File: src/rtl/zoom_pkg.sv
// rtl/zoom_pkg.sv - shared constants and state encoding for the zoom parameter controller
package zoom_pkg;

  localparam int          SCALE_BITS = 18;
  localparam logic [17:0] SCALE_ONE  = 18'h04000;
  localparam logic [17:0] SCALE_SAT  = 18'h3FFFF;

  typedef enum logic [2:0] {
    ST_IDLE,
    ST_CHECK,
    ST_DIV_X,
    ST_DIV_Y,
    ST_PEND
  } zoom_state_e;

endpackage

File: src/rtl/seq_divider.sv
// rtl/seq_divider.sv - restoring divider, one quotient bit per cycle
// done/quot are combinational and describe the result of the iteration completing this edge.
module seq_divider #(
  parameter int NUM_W = 25,
  parameter int DEN_W = 12
) (
  input  logic             clk,
  input  logic             rst,
  input  logic             start,
  input  logic [NUM_W-1:0] num,
  input  logic [DEN_W-1:0] den,
  output logic             done,
  output logic [NUM_W-1:0] quot
);

  localparam int CNT_W = $clog2(NUM_W);

  logic [NUM_W-1:0] num_sr;
  logic [NUM_W-1:0] quo_r;
  logic [DEN_W-1:0] den_r;
  logic [DEN_W-1:0] rem_r;
  logic [CNT_W-1:0] cnt;
  logic             active;

  logic [DEN_W:0]   trial;
  logic [DEN_W:0]   trial_sub;
  logic             fits;

  assign trial     = {rem_r, num_sr[NUM_W-1]};
  assign fits      = trial >= {1'b0, den_r};
  assign trial_sub = fits ? (trial - {1'b0, den_r}) : trial;
  assign quot      = {quo_r[NUM_W-2:0], fits};
  assign done      = active && (cnt == CNT_W'(NUM_W - 1));

  always_ff @(posedge clk or posedge rst) begin
    if (rst) begin
      num_sr <= '0;
      quo_r  <= '0;
      den_r  <= '0;
      rem_r  <= '0;
      cnt    <= '0;
      active <= 1'b0;
    end else if (start) begin
      num_sr <= num;
      quo_r  <= '0;
      den_r  <= den;
      rem_r  <= '0;
      cnt    <= '0;
      active <= 1'b1;
    end else if (active) begin
      // remainder stays below den, so the top trial bit is always shed here
      num_sr <= {num_sr[NUM_W-2:0], 1'b0};
      quo_r  <= quot;
      rem_r  <= trial_sub[DEN_W-1:0];
      cnt    <= cnt + CNT_W'(1);
      if (done) active <= 1'b0;
    end
  end

endmodule

File: src/rtl/zoom_param_ctrl.sv
// rtl/zoom_param_ctrl.sv - validates a zoom window, computes scale factors, commits on frame start
module zoom_param_ctrl
  import zoom_pkg::*;
#(
  parameter int H_DISP          = 1920,
  parameter int V_DISP          = 1080,
  parameter int X_RES_WIDTH     = 11,
  parameter int Y_RES_WIDTH     = 11,
  parameter int SCALE_INT_BITS  = 4,
  parameter int SCALE_FRAC_BITS = 14
) (
  input  logic                                   clk,
  input  logic                                   rst,
  input  logic                                   vs_i,
  input  logic                                   req_valid,
  output logic                                   req_ready,
  input  logic [X_RES_WIDTH-1:0]                 req_start_x,
  input  logic [X_RES_WIDTH-1:0]                 req_end_x,
  input  logic [Y_RES_WIDTH-1:0]                 req_start_y,
  input  logic [Y_RES_WIDTH-1:0]                 req_end_y,
  input  logic [X_RES_WIDTH-1:0]                 req_out_x_res,
  input  logic [Y_RES_WIDTH-1:0]                 req_out_y_res,
  output logic [X_RES_WIDTH-1:0]                 start_x,
  output logic [X_RES_WIDTH-1:0]                 end_x,
  output logic [Y_RES_WIDTH-1:0]                 start_y,
  output logic [Y_RES_WIDTH-1:0]                 end_y,
  output logic [X_RES_WIDTH-1:0]                 input_x_res,
  output logic [Y_RES_WIDTH-1:0]                 input_y_res,
  output logic [X_RES_WIDTH-1:0]                 output_x_res,
  output logic [Y_RES_WIDTH-1:0]                 output_y_res,
  output logic [SCALE_INT_BITS+SCALE_FRAC_BITS-1:0] x_scale,
  output logic [SCALE_INT_BITS+SCALE_FRAC_BITS-1:0] y_scale,
  output logic                                   busy,
  output logic                                   pending,
  output logic                                   req_err
);

  localparam int SCALE_W = SCALE_INT_BITS + SCALE_FRAC_BITS;
  localparam int NUM_W   = X_RES_WIDTH + SCALE_FRAC_BITS;
  localparam int DEN_W   = X_RES_WIDTH + 1;

  zoom_state_e state, state_nxt;

  logic [X_RES_WIDTH-1:0] r_sx, r_ex, r_ox;
  logic [Y_RES_WIDTH-1:0] r_sy, r_ey, r_oy;
  logic [SCALE_W-1:0]     sh_xs, sh_ys;

  logic             accept, bad, reject, commit, div_start, div_done;
  logic [NUM_W-1:0] div_num, div_quot;
  logic [DEN_W-1:0] div_den;
  logic [SCALE_W-1:0] quot_sat;
  logic [X_RES_WIDTH-1:0] x_span;
  logic [Y_RES_WIDTH-1:0] y_span;

  assign req_ready = (state == ST_IDLE) || (state == ST_PEND);
  assign busy      = (state == ST_CHECK) || (state == ST_DIV_X) || (state == ST_DIV_Y);
  assign pending   = (state == ST_PEND);
  assign accept    = req_valid && req_ready;

  // one extra bit so start+2 cannot wrap
  assign bad = ({1'b0, r_ex} > (X_RES_WIDTH+1)'(H_DISP))
            || ({1'b0, r_ey} > (Y_RES_WIDTH+1)'(V_DISP))
            || ({1'b0, r_ex} < {1'b0, r_sx} + (X_RES_WIDTH+1)'(2))
            || ({1'b0, r_ey} < {1'b0, r_sy} + (Y_RES_WIDTH+1)'(2));

  assign x_span  = r_ex - r_sx;
  assign y_span  = r_ey - r_sy;
  assign div_num = (state == ST_CHECK) ? NUM_W'({x_span, {SCALE_FRAC_BITS{1'b0}}})
                                       : NUM_W'({y_span, {SCALE_FRAC_BITS{1'b0}}});
  assign div_den = (state == ST_CHECK) ? (DEN_W'(r_ox) + DEN_W'(1))
                                       : (DEN_W'(r_oy) + DEN_W'(1));
  assign quot_sat = (|div_quot[NUM_W-1:SCALE_W]) ? SCALE_SAT : div_quot[SCALE_W-1:0];

  seq_divider #(.NUM_W(NUM_W), .DEN_W(DEN_W)) u_div (
    .clk   (clk),
    .rst   (rst),
    .start (div_start),
    .num   (div_num),
    .den   (div_den),
    .done  (div_done),
    .quot  (div_quot)
  );

  always_ff @(posedge clk or posedge rst) begin
    if (rst) state <= ST_IDLE;
    else     state <= state_nxt;
  end

  always_comb begin
    state_nxt = state;
    div_start = 1'b0;
    reject    = 1'b0;
    commit    = 1'b0;
    case (state)
      ST_IDLE:  if (accept) state_nxt = ST_CHECK;
      ST_CHECK: begin
        if (bad) begin
          reject    = 1'b1;
          state_nxt = ST_IDLE;
        end else begin
          div_start = 1'b1;
          state_nxt = ST_DIV_X;
        end
      end
      ST_DIV_X: if (div_done) begin
        div_start = 1'b1;
        state_nxt = ST_DIV_Y;
      end
      ST_DIV_Y: if (div_done) state_nxt = ST_PEND;
      ST_PEND: begin
        // a simultaneous accept still lets the old shadow set commit first
        if (vs_i) begin
          commit    = 1'b1;
          state_nxt = ST_IDLE;
        end
        if (accept) state_nxt = ST_CHECK;
      end
      default:  state_nxt = ST_IDLE;
    endcase
  end

  always_ff @(posedge clk or posedge rst) begin
    if (rst) begin
      r_sx <= '0; r_ex <= X_RES_WIDTH'(H_DISP); r_ox <= X_RES_WIDTH'(H_DISP - 1);
      r_sy <= '0; r_ey <= Y_RES_WIDTH'(V_DISP); r_oy <= Y_RES_WIDTH'(V_DISP - 1);
      sh_xs <= SCALE_ONE;
      sh_ys <= SCALE_ONE;
      start_x <= '0; end_x <= X_RES_WIDTH'(H_DISP);
      start_y <= '0; end_y <= Y_RES_WIDTH'(V_DISP);
      input_x_res  <= X_RES_WIDTH'(H_DISP - 1);
      input_y_res  <= Y_RES_WIDTH'(V_DISP - 1);
      output_x_res <= X_RES_WIDTH'(H_DISP - 1);
      output_y_res <= Y_RES_WIDTH'(V_DISP - 1);
      x_scale <= SCALE_ONE;
      y_scale <= SCALE_ONE;
      req_err <= 1'b0;
    end else begin
      req_err <= reject;
      if (commit) begin
        start_x      <= r_sx;
        end_x        <= r_ex;
        start_y      <= r_sy;
        end_y        <= r_ey;
        input_x_res  <= x_span - X_RES_WIDTH'(1);
        input_y_res  <= y_span - Y_RES_WIDTH'(1);
        output_x_res <= r_ox;
        output_y_res <= r_oy;
        x_scale      <= sh_xs;
        y_scale      <= sh_ys;
      end
      if (accept) begin
        r_sx <= req_start_x; r_ex <= req_end_x; r_ox <= req_out_x_res;
        r_sy <= req_start_y; r_ey <= req_end_y; r_oy <= req_out_y_res;
      end
      if (state == ST_DIV_X && div_done) sh_xs <= quot_sat;
      if (state == ST_DIV_Y && div_done) sh_ys <= quot_sat;
    end
  end

endmodule

File: config.mk
export PLATFORM = sky130hd
export DESIGN_NAME = zoom_param_ctrl
export DESIGN_NICKNAME = d
export VERILOG_FILES = /design/src/rtl/zoom_pkg.sv /design/src/rtl/seq_divider.sv /design/src/rtl/zoom_param_ctrl.sv
export SDC_FILE = /design/constraint.sdc
export NUM_CORES = 1
export LEC_CHECK = 0
export BUFFER_PORTS_ARGS = -buffer_cell sky130_fd_sc_hd__buf_2
export CAP_MARGIN = 20
export CORE_MARGIN = 10
export CORE_UTILIZATION = 53
export CTS_CLUSTER_SIZE = 14
export DETAILED_ROUTE_END_ITERATION = 10
export PLACE_DENSITY = 0.79
export REMOVE_ABC_BUFFERS = 1
export SLEW_MARGIN = 20
export SYNTH_ARGS = -nofsm -noshare
export SYNTH_HDL_FRONTEND = slang
export SYNTH_HIERARCHICAL = 1
export SYNTH_SLANG_ARGS = --single-unit
export TNS_END_PERCENT = 5
File: constraint.sdc
create_clock -name clk -period 6.56 [get_ports clk]
set_input_delay 0.656 -clock clk [delete_from_list [all_inputs] [get_ports clk]]
set_output_delay 0.656 -clock clk [all_outputs]
set_load 0.1 [all_outputs]
### Yosys cells after proc, flatten, opt, wreduce, memory -nomap -nowiden

Index checks and enable logic that the tools add are counted.

* logic and storage cells: 93
* register bits: 309
* output and inout bits: 128
* input bits: 70

* equality and inequality tests: 9
* $lt $le $gt $ge: 5
* reductions and logical operators: 14
* add/subtract/negate cells: 10
* mux-type cells: 29

Operator list (number)
* $mux W25: 3
* $mux W12: 4
* $mux W24: 2
* $add A11 B1 Y12 const B: 2
* $add A11 B2 Y12 const B: 2
* $lt A11 B12 Y1: 2
* $gt A11 B11 Y1 const B: 2
* $sub A11 B1 Y11 const B: 2
* $sub A11 B11 Y11: 2
* $mux W18: 1
* $mux W3: 5
* $pmux W3 S5: 1
* $ge A13 B12 Y1: 1
* $sub A12 B12 Y12: 1
* $mux W5: 2
* $mux W1: 9
* $reduce_or A7 Y1: 1
* $eq A3 B2 Y1 const B: 2
* $logic_or A1 B1 Y1: 6
* $ne A2 B2 Y1 const B: 3
* $add A5 B1 Y5 const B: 1
* $eq A5 B5 Y1 const B: 1
* $logic_and A1 B1 Y1: 4
* $reduce_and A4 Y1: 1
* other kinds (7): 7

### Depth between registers and ports, before layout

Gate-level depths: netlist of run 1.

* depth in word-level cells: 7
* mapped depth: 17
* gate-level depth less buffers: 14

### Hierarchy

The synthesis of run 1 kept the hierarchy.

By module, submodules not included
* zoom_param_ctrl: area an instance 11264.6 um2, sequential area each 5840.6 um2, times used 1, cells an instance 1187
* seq_divider: area an instance 4037.6 um2, sequential area each 1976.9 um2, times used 1, cells an instance 410

### Worst setup path after synthesis of run 1

OpenSTA, ideal clock, no wires.

* path kind: reg-to-reg
* start point: reg state[0]
* end point: reg end_y[0]
* path buffers: 3
* arrival time: 3.607 ns
* period minus slack after synthesis: 3.738 ns
* slack: 2.822 ns
* library setup time: 0.132 ns
* data required time: 6.428 ns
* cell stages (with the launch flop): 9
* cells stage by stage: dfrtp_1 -> buf_2 -> nor2_1 -> and2_1 -> nand2_1 -> clkbuf_1 -> clkbuf_1 -> nand2_1 -> o21ai_0

* longest elaborated chain between the ends: 2

RTL lines
* start: declaration: RTL line zoom_param_ctrl.sv:42 `zoom_state_e state, state_nxt;`
* start signal: assignment: RTL line zoom_param_ctrl.sv:86 `else state <= state_nxt;`
* $eq A3 B3 Y1
* via pending: RTL line zoom_param_ctrl.sv:34 `output logic pending,`
* $mux W1: RTL line zoom_param_ctrl.sv:94 `case (state)`
* end signal: assignment: RTL line zoom_param_ctrl.sv:143 `end_y <= r_ey;`
* end: declaration: RTL line zoom_param_ctrl.sv:26 `output logic [Y_RES_WIDTH-1:0] end_y,`

The timed path passes the listed nets, and every way through them passes these cells.
A chain may end at the register's enable or synchronous reset.

### Final worst setup path of run 1

* start point: reg r_sy[1]
* end point: reg u_div.rem_r[1]

* longest elaborated chain between the ends: 6
* elaborated cells on any way between the ends: 7
* those cells by class: add/sub (1); order compare (1); mux (3); reduce/logical (2)

RTL lines
* start: declaration: RTL line zoom_param_ctrl.sv:45 `logic [Y_RES_WIDTH-1:0] r_sy, r_ey, r_oy;`
* start signal: assignment: RTL line zoom_param_ctrl.sv:153 `r_sy <= req_start_y; r_ey <= req_end_y; r_oy <= req_out_y_res;`
* $add A11 B2 Y12 (*): RTL line zoom_param_ctrl.sv:64 `|| ({1'b0, r_ey} < {1'b0, r_sy} + (Y_RES_WIDTH+1)'(2));`
* $lt A11 B12 Y1 (*): RTL line zoom_param_ctrl.sv:64
* $logic_or A1 B1 Y1 (*): RTL line zoom_param_ctrl.sv:64
* $mux W1 (*): RTL line zoom_param_ctrl.sv:97 `if (bad) begin`
* $pmux W1 S2 (*): RTL line zoom_param_ctrl.sv:94
* via div_start: RTL line zoom_param_ctrl.sv:48 `logic accept, bad, reject, commit, div_start, div_done;`
* $mux W12 / $reduce_bool A2 Y1 (equally long branches)
* end signal: assignment: RTL line seq_divider.sv:54 `rem_r <= trial_sub[DEN_W-1:0];`
* end: declaration: RTL line seq_divider.sv:21 `logic [DEN_W-1:0] rem_r;`

The timed path passes the listed nets; every way through them passes the cells marked *.

==> results, run 1 <==
- The via count of the first global-routing pass is 11800.
- The share of the Yosys chip area taken by registers is 0.511.
- Setup repair after global routing left no endpoint under its margin.
- In this run the deepest clock path goes through 3 buffers.
- The estimated wirelength of the detail-placed design is 25100 um.
- In this run the horizontal extent of the chip is 190 um.
- The distinct cell type count of the synthesized netlist is 80.
- The die height is 190 um.
- Averaged over all synthesized cells, the footprint is 9.58 um2.
- Measured on the finished design, the core utilization comes to 0.620.
- The share of post-route cells with drive strength above 1 is 0.224.
- The number of enable-type register cells in the synthesized netlist is 0.
- For this run, the number of standard cells in the final layout without fillers is 2185.
- The headroom to the max-slew limit is 0.260.
- For this configuration, the core starts out at a cell density of 0.535.
- The library cells used most frequently in the layout, excluding fill and tap cells, are 415 x sky130_fd_sc_hd__nand2_1, 240 x sky130_fd_sc_hd__dfrtp_1, 197 x sky130_fd_sc_hd__buf_2.
- The required arrival time at the worst endpoint is 6.96 ns.
- The cell taking the most area after synthesis is sky130_fd_sc_hd__dfrtp_1.
- Once routing completed, OpenROAD measured the worst setup slack at 2.58 ns.
- Relative to the synthesized area, the layout overhead comes to 16.0%.
- The repair_antennas step left the layout with diodes totalling 0.
- The post-synth design cell area is 0.0153 mm2.
- Buffers inserted to repair hold after CTS numbered 0.
- The number of synthesized register bits is 309.
- The critical path data arrival time is 4.39 ns.
- After clock tree synthesis, the repair step resized 0 gates.
- The slowest stage of the critical path belongs to the cell sky130_fd_sc_hd__or4_1.
- The cell count after synthesis is 1597.
- The most used flip-flop cell after synthesis is sky130_fd_sc_hd__dfrtp_1.
- The number of warning messages in the yosys log is 6.
- After clock tree synthesis, the clock-pin slew on the worst setup and hold paths is 0.06 ns.
- Between clock sinks in the finished design, the worst skew comes to 0.0166 ns.
- Counting every sink on the clock net gives 309.
- The fraction of the cycle the final worst path needs is 0.607.
- The number of failing hold endpoints at the final stage is 0.
- The remaining antenna violation count is 0.
- The clock period could shrink to 3.98 ns.
- The actual transition at the worst max-transition pin is 1.11 ns.
- The run finished with clean final reports.
- The die outline area is 0.0361 mm2.
- The kind of start point of the critical path is a flop.
- The DRC violation count after routing is 0.
- In this run, CTS created clock tree buffers numbering 35.
- At the end of the flow, the number of nets in the layout was 1907.
- Counting tap cells, the placed design contains a total of 2121 instances.
- The number of design-rule violations left by the first detailed-router iteration is 728.
- The signal on the critical path passes through ha_1 > nand3_1 > nor3_1 > nand3_1 > xnor2_1 > ha_1 > a21o_1 > a221o_1 > nand4_1 > nand2b_1 > nand2_8 > or4_1 > o311ai_1.
- The largest single stage delay on the critical path is 0.64 ns.
- The total via count after detailed routing is 11800.
- The number of buffer cells added on primary ports is 197.
- After detailed routing, the total wire length is 36600 um.
- The maximum number of pins on one net before global-route repair is 119.
- The number of violations of the max-capacitance limit is 0.
- 198 I/O pins were placed.
- The total global routing overflow is 0.
- The highest fanout seen on the critical path is 118.
- The minimum setup slack after placement is 2.45 ns.
- Yosys attributes the largest share of cell area to sky130_fd_sc_hd__dfrtp_1 39%, sky130_fd_sc_hd__dfstp_2 12%, sky130_fd_sc_hd__nand2_1 10%, sky130_fd_sc_hd__ha_1 4.7%, sky130_fd_sc_hd__o21ai_0 4.3%.
- The via count normalized by instance count is 5.38.
- The first-pass GRT wire length is 61100 um.
- The number of buffers added for setup after CTS is 0.
- The placeable core region is 0.0286 mm2.
- The number of antenna violations at the first check in global routing is 2.
- The pre-antenna-repair detailed-routing pass consisted of 7 iterations.
- The count of endpoints failing setup in the final report is 0.
- Row generation in the floorplan step produced 62 rows.
- The share of flip-flops with an asynchronous set or reset is 1.00.
- The clock latency on the worst-skew pair is 0.51 ns.
- The maximum frequency from static timing analysis is 251 MHz.
- The category of the most critical setup path is reg -> reg.
- Routability-driven placement finished with a final weighted congestion of 0.873.
- The worst min-delay path category is in -> async.
- The worst setup path is captured at a flop.
- The library cell used most frequently in the layout, excluding fill and tap cells, is sky130_fd_sc_hd__nand2_1.
- The max-slew violation count was 0.
- In the final routed layout, each cell accounts on average for 16.8 um.
- TritonCTS built the clock tree.
- Of the post-synthesis cell area, the dominant cell type holds 0.394.
- CTS placed an instance of sky130_fd_sc_hd__clkbuf_16 at the clock tree root.
- The overall global routing resource usage is 0.203.
- The number of H-tree branching levels is 2.
metal layers:
metal  vias to the layer above  global-route usage  wire length [um]
met4                         2              0.0568               836
met3                        57              0.0505              2560
li1                       5743                   -                 -
met5                         -                   0                10
met1                      5667               0.281             16800
met2                       294               0.311             16400
path summary, 6_finish.rpt:
check                                from        endpoint  slack, ns  depth (start not counted)
hold reg to reg                  end_x[9]        end_x[9]       0.45                          2
min in group clk           req_start_y[6]         r_sy[6]       0.35                          3
max in group asynchronous             rst         r_oy[8]       4.93                          3
setup / recovery                  r_sy[1]  u_div/rem_r[1]       2.58                         13
hold / removal                        rst       sh_ys[16]       0.30                          2
setup reg to reg                  r_sy[1]  u_div/rem_r[1]       2.58                         13
synth_stat cells, types with 3 or more instances:
cell / n
sky130_fd_sc_hd__inv_1: 52
sky130_fd_sc_hd__a211oi_1: 8
sky130_fd_sc_hd__o211ai_1: 4
sky130_fd_sc_hd__or3_1: 5
sky130_fd_sc_hd__nand2_1: 417
sky130_fd_sc_hd__nand3_1: 33
sky130_fd_sc_hd__o21ai_1: 9
sky130_fd_sc_hd__dfstp_2: 68
sky130_fd_sc_hd__ha_1: 57
sky130_fd_sc_hd__and3_1: 5
sky130_fd_sc_hd__mux2_2: 47
sky130_fd_sc_hd__nor2_1: 110
sky130_fd_sc_hd__buf_1: 3
sky130_fd_sc_hd__xnor2_1: 38
sky130_fd_sc_hd__nor3_1: 18
sky130_fd_sc_hd__nand2b_1: 10
sky130_fd_sc_hd__a21oi_1: 45
sky130_fd_sc_hd__nand3b_1: 3
sky130_fd_sc_hd__nor2b_1: 9
sky130_fd_sc_hd__xor2_1: 21
sky130_fd_sc_hd__nor4_2: 3
sky130_fd_sc_hd__or4_1: 7
sky130_fd_sc_hd__o21ai_0: 132
sky130_fd_sc_hd__buf_2: 7
sky130_fd_sc_hd__nand4b_1: 3
sky130_fd_sc_hd__and2_1: 6
sky130_fd_sc_hd__o311ai_1: 3
sky130_fd_sc_hd__a311oi_1: 8
sky130_fd_sc_hd__o21a_1: 6
sky130_fd_sc_hd__fa_1: 5
sky130_fd_sc_hd__dfrtp_1: 241
sky130_fd_sc_hd__nand4_1: 9
sky130_fd_sc_hd__o2111ai_1: 3
sky130_fd_sc_hd__o21bai_1: 3
sky130_fd_sc_hd__mux2i_1: 63
sky130_fd_sc_hd__a21o_1: 14
sky130_fd_sc_hd__nor4_1: 6
sky130_fd_sc_hd__clkbuf_1: 65
logic make-up after synthesis:
logic type | after synthesis | synth area share
simple gates | 656 | 0.183
compound gates | 265 | 0.105
mux | 111 | 0.0768
other cells | 1 | 0.000245
fa+ha+maj | 62 | 0.0531
xor+xnor | 62 | 0.0377
buf+inv | 131 | 0.0337
flops | 309 | 0.511
cell type report:
cell class / count / area (um2)
Sequential cell: 309 / 7820
Fill cell: 2341 / 10900
Timing Repair Buffer: 206 / 1070
Clock inverter: 13 / 104
Multi-Input combinational cell: 1170 / 7060
Tap cell: 384 / 480
Inverter: 53 / 206
Clock buffer: 50 / 1000
sequential cells by signal, indices dropped and copies added (netlist names), 12 cells and up:
name	count
y_scale	18
u_div/quo_r	24
u_div/num_sr	25
u_div/den_r	12
x_scale	18
sh_xs	18
u_div/rem_r	12
sh_ys	18
stage by stage:
step,setup TNS [ns],cell area (um2),hold slack [ns]
2_1_floorplan,-46.66,15000,0.435
3_3_place_gp,0,16600,0.443
3_5_place_dp,0,16600,0.447
4_1_cts,0,17700,0.300
5_1_grt,0,17700,0.334
6_report,0,17700,0.301
critical path, delay by kind of cell (launching register included):
kind / cells / cell delay (ns)
xor gates and xnor gates: 1 / 0.15
AOI/OAI and AO/OA: 3 / 0.61
and+or+nand+nor: 7 / 2.10
DFF: 1 / 0.42
adders and majority gates: 2 / 0.52
Power of run 1 is not shown: default switching activity piles up to over one toggle a cycle in this logic, so the estimate is an artifact.
==> run 2, diff against run 1 <==
ABC_AREA = 1   (was unset)
CORE_UTILIZATION = 55   (was 53)
PLACE_DENSITY = 0.78   (was 0.79)
clock period = 4.1 ns   (was 6.56 ns; I/O delays follow)
==> results, run 2 <==
- The clock tree from TritonCTS is built (unchanged).
- The total via count after detailed routing is 13100 (was 11800).
- Of the total power, the clock network draws 0.205.
- The total length of routed wires is 38600 um (was 36600 um).
- The estimated wirelength of the detail-placed design is 27700 um (was 25100 um).
- The effective utilization at floorplan is 0.563 (was 0.535).
- The worst min-delay path category is in -> async (unchanged).
- The worst setup skew after layout is 0.0164 ns (was 0.0166 ns).
- The routed wirelength normalized by instance count is 15.2 um (was 16.8 um).
- The remaining antenna violation count was 0 (unchanged).
- The total of hold buffers inserted after clock tree synthesis is 0 (unchanged).
- The horizontal die dimension came to 189 um (was 190 um).
- The distinct cell type count of the synthesized netlist was 49 (was 80).
- The most used flip-flop cell after synthesis is sky130_fd_sc_hd__dfrtp_1 (unchanged).
- The clock latency on the worst-skew pair was 0.52 ns (was 0.51 ns).
- The share of total power dissipated in sequential elements is 0.294.
- Most frequent cells in the layout: 589 x sky130_fd_sc_hd__nand2_1, 264 x sky130_fd_sc_hd__inv_1, 241 x sky130_fd_sc_hd__dfrtp_1 (was 415 x sky130_fd_sc_hd__nand2_1, 240 x sky130_fd_sc_hd__dfrtp_1, 197 x sky130_fd_sc_hd__buf_2).
- Biggest regs: u_div/num_sr (25), u_div/quo_r (24) (unchanged).
- The area added between synthesis and finish is 15.7% (was 16.0%).
- The flip-flop count of the largest register, all copies and words added came to 25 (unchanged).
- The net count of the finished layout was 2265 (was 1907).
- The cell count after synthesis is 1949 (was 1597).
- The final weighted congestion in routability-driven placement is 0.934 (was 0.873).
- The clock buffer count from CTS was 35 (unchanged).
- The required arrival time at the worst endpoint was 4.54 ns (was 6.96 ns).
- The minimum setup slack after placement is 0.342 ns (was 2.45 ns).
- The number of standard-cell rows in the floorplan was 61 (was 62).
- The maximum count of clock buffers along a single path is 3 (unchanged).
- The post-place instance area is 0.0171 mm2 (was 0.0166 mm2).
- The CTS root buffer is sky130_fd_sc_hd__clkbuf_16 (unchanged).
- In this run the static leakage power is 9.36 nW.
- The total I/O pin count came to 198 (unchanged).
- Among the stages of the critical path, the cell type that occurs most often is sky130_fd_sc_hd__nand2_1.
- The die height was 189 um (was 190 um).
- The via count normalized by instance count is 5.18 (was 5.38).
- The least setup slack across all paths after layout is 0.391 ns (was 2.58 ns).
- The maximum frequency from static timing analysis is 270 MHz (was 251 MHz).
- Top cells by instance count after synthesis: 589 x sky130_fd_sc_hd__nand2_1, 266 x sky130_fd_sc_hd__inv_1, 241 x sky130_fd_sc_hd__dfrtp_1, 188 x sky130_fd_sc_hd__o21ai_0, 103 x sky130_fd_sc_hd__nand3_1 (was 417 x sky130_fd_sc_hd__nand2_1, 241 x sky130_fd_sc_hd__dfrtp_1, 132 x sky130_fd_sc_hd__o21ai_0, 110 x sky130_fd_sc_hd__nor2_1, 68 x sky130_fd_sc_hd__dfstp_2).
- The register with the most flip-flops was u_div/num_sr (unchanged).
- The kind of start point of the critical path is a flop (unchanged).
- The number of clock sinks came to 309 (unchanged).
- Largest cells by area after synthesis: sky130_fd_sc_hd__dfrtp_1 38%, sky130_fd_sc_hd__nand2_1 14%, sky130_fd_sc_hd__dfstp_2 11%, sky130_fd_sc_hd__inv_1 6.3%, sky130_fd_sc_hd__o21ai_0 6.0% (was sky130_fd_sc_hd__dfrtp_1 39%, sky130_fd_sc_hd__dfstp_2 12%, sky130_fd_sc_hd__nand2_1 10%, sky130_fd_sc_hd__ha_1 4.7%, sky130_fd_sc_hd__o21ai_0 4.3%).
- The most common cell in the netlist was sky130_fd_sc_hd__nand2_1 (unchanged).
- The total global routing overflow is 0 (unchanged).
- The number of warning messages in the yosys log is 6 (unchanged).
- The number of H-tree branching levels is 2 (unchanged).
- The cell taking the most area after synthesis is sky130_fd_sc_hd__dfrtp_1 (unchanged).
- The category of the most critical setup path is reg -> reg (unchanged).
- The highest fanout seen on the critical path came to 46 (was 118).
- The number of enable-type register cells in the synthesized netlist is 0 (unchanged).
- The share of post-route cells with drive strength above 1 is 0.187 (was 0.224).
- The number of synthesized register bits is 309 (unchanged).
- The post-synth design cell area came to 0.0158 mm2 (was 0.0153 mm2).
- The number of buffer cells added on primary ports is 197 (unchanged).
- The endpoint kind of the worst setup timing path was a flop (unchanged).
- The highest-delay cell along the critical path is sky130_fd_sc_hd__dfrtp_1 (was sky130_fd_sc_hd__or4_1).
- The number of design-rule violations left by the first detailed-router iteration is 872 (was 728).
- The share of flip-flops with an asynchronous set or reset came to 1.00 (unchanged).
- The first-pass GRT wire length is 65500 um (was 61100 um).
- The final total power is 0.0153 W.
- The max-slew violation count is 0 (unchanged).
- Outcome: finished clean (unchanged).
- The fraction of power spent switching nets is 0.459.
- The via count of the first global-routing pass is 13300 (was 11800).
- The length of the first detailed-routing pass in iterations was 5 (was 7).
- The actual transition at the worst max-transition pin came to 0.952 ns (was 1.11 ns).
- The shortest period the worst path allows was 3.71 ns (was 3.98 ns).
- The combinational group share of total power is 0.500.
- Cell Chain, Critical Path: inv_1 > nor3_1 > nand3_1 > xor2_1 > ha_1 > nand2_1 > a21oi_1 > nor2_1 > nand2_1 > nand3_1 > nand2_1 > nand2_1 > nand2_1 > nand4_1 > nand2_1 > buf_4 > inv_2 > o21ai_0 > o21ai_0 > o21ai_0 (was ha_1 > nand3_1 > nor3_1 > nand3_1 > xnor2_1 > ha_1 > a21o_1 > a221o_1 > nand4_1 > nand2b_1 > nand2_8 > or4_1 > o311ai_1).
- The clock-pin slew on the worst setup and hold paths came to 0.06 ns (about the same).
- The total internal power is 0.00827 W.
- The switching power of the nets is 0.00701 W.
- The synthesized area per cell came to 8.10 um2 (was 9.58 um2).
- The number of antenna violations at the first check in global routing is 0 (was 2).
- The antenna cell count is 0 (unchanged).
- The headroom to the max-slew limit was 0.365 (was 0.260).
- The area fraction of the dominant cell type after synthesis is 0.382 (was 0.394).
- The part of the Yosys area used for sequential elements is 0.495 (was 0.511).
- The DRC violation count after routing is 0 (unchanged).
- The worst reg-to-reg path cell count is 20 (was 13).
- The die outline area is 0.0359 mm2 (was 0.0361 mm2).
- The total power per unit cell area is 837 mW/mm2.
- The number of failing hold endpoints at the final stage is 0 (unchanged).
- The critical path data arrival time is 4.14 ns (was 4.39 ns).
- The count of endpoints failing setup in the final report came to 0 (unchanged).
- The placeable core region was 0.0280 mm2 (was 0.0286 mm2).
- The area of all placed cells without fillers is 0.0183 mm2 (was 0.0177 mm2).
- The utilization after layout is 0.652 (was 0.620).
- The overall global routing resource usage is 0.216 (was 0.203).
- The leading cell type in the layout, fill and taps excluded is sky130_fd_sc_hd__nand2_1 (unchanged).
- The worst stage delay on the critical path came to 0.45 ns (was 0.64 ns).
- Setup repair after global routing missed its margin: false (unchanged).
- The maximum number of pins on one net before global-route repair is 139 (was 119).
- The highest ir drop seen on vdd is 0.000435 V.
- The number of violations of the max-capacitance limit came to 0 (unchanged).
- The fraction of the cycle the final worst path needs is 0.905 (was 0.607).
run 2: path summary, 6_finish.rpt:
| path | start | to | slack (ns) |
|---|---|---|---|
| worst min-delay path | rst | u_div/quo_r[3] | 0.01 |
| worst min register to register | end_x[7] | end_x[7] | 0.47 |
| max in group asynchronous | rst | u_div/den_r[4] | 3.10 |
| worst max-delay path | r_sx[1] | u_div/num_sr[3] | 0.39 |
| worst max register to register | r_sx[1] | u_div/num_sr[3] | 0.39 |
| min in group clk | req_end_y[9] | r_ey[9] | 0.09 |
run 2: per-stage QoR:
stage,std cells,setup TNS [ns],hold slack (ns)
floorplan,1886,-476.93,0.446
global placement,2474,0,0.452
detailed placement,2474,0,0.459
CTS,2538,0,0.0287
global route,2538,0,0.0577
finish,2538,0,0.0137
run 2: kinds of logic after synthesis:
| family | Yosys count | synth area share |
|---|---|---|
| other | 1 | 0.000238 |
| buffers and inverters | 355 | 0.0899 |
| XOR/XNOR | 33 | 0.0183 |
| AO/OA/AOI/OAI | 335 | 0.115 |
| flip-flops | 309 | 0.495 |
| AND/OR/NAND/NOR | 854 | 0.230 |
| adder cells (fa/ha/maj) | 62 | 0.0515 |
run 2: power groups by stage:
| stage | registers (W) | clock network (W) | logic [W] |
|---|---|---|---|
| detailed placement | 0.00453 | 0 | 0.00755 |
| global route | 0.00458 | 0.00334 | 0.00874 |
| floorplan | 0.00463 | 0 | 0.00563 |
| finish | 0.00449 | 0.00314 | 0.00765 |
| CTS | 0.00449 | 0.00321 | 0.00763 |
| global placement | 0.00450 | 0 | 0.00731 |
run 2: critical path: cells and delay by family (launching register included):
kind	cells	cell delay, ns
and+or+nand+nor	11	1.35
adders and majority gates	1	0.27
DFF	1	0.45
buffers and inverters	3	0.84
xor gates and xnor gates	1	0.19
AOI/OAI and AO/OA	4	0.53
run 2: area by class of cell:
class,count,area [um2]
clock buffer,46,1010
clock inverter,18,173
fill,2378,9750
inverter,279,1060
multi-input combinational,1298,6610
sequential,309,7820
tap,378,473
timing repair buffer,210,1120
run 2: routing by layer:
metal,wire (um),global-route usage
met2,18800,0.368
met5,0,0
met1,17000,0.274
met3,2150,0.0448
met4,665,0.0534
run 2: repair_timing:
item / in CTS / in global routing
resized for setup: 0 / 1
setup buffers: 0 / 0
setup endpoints to repair: 0 / 14
Note: power is estimated with default switching activity, not from simulation.
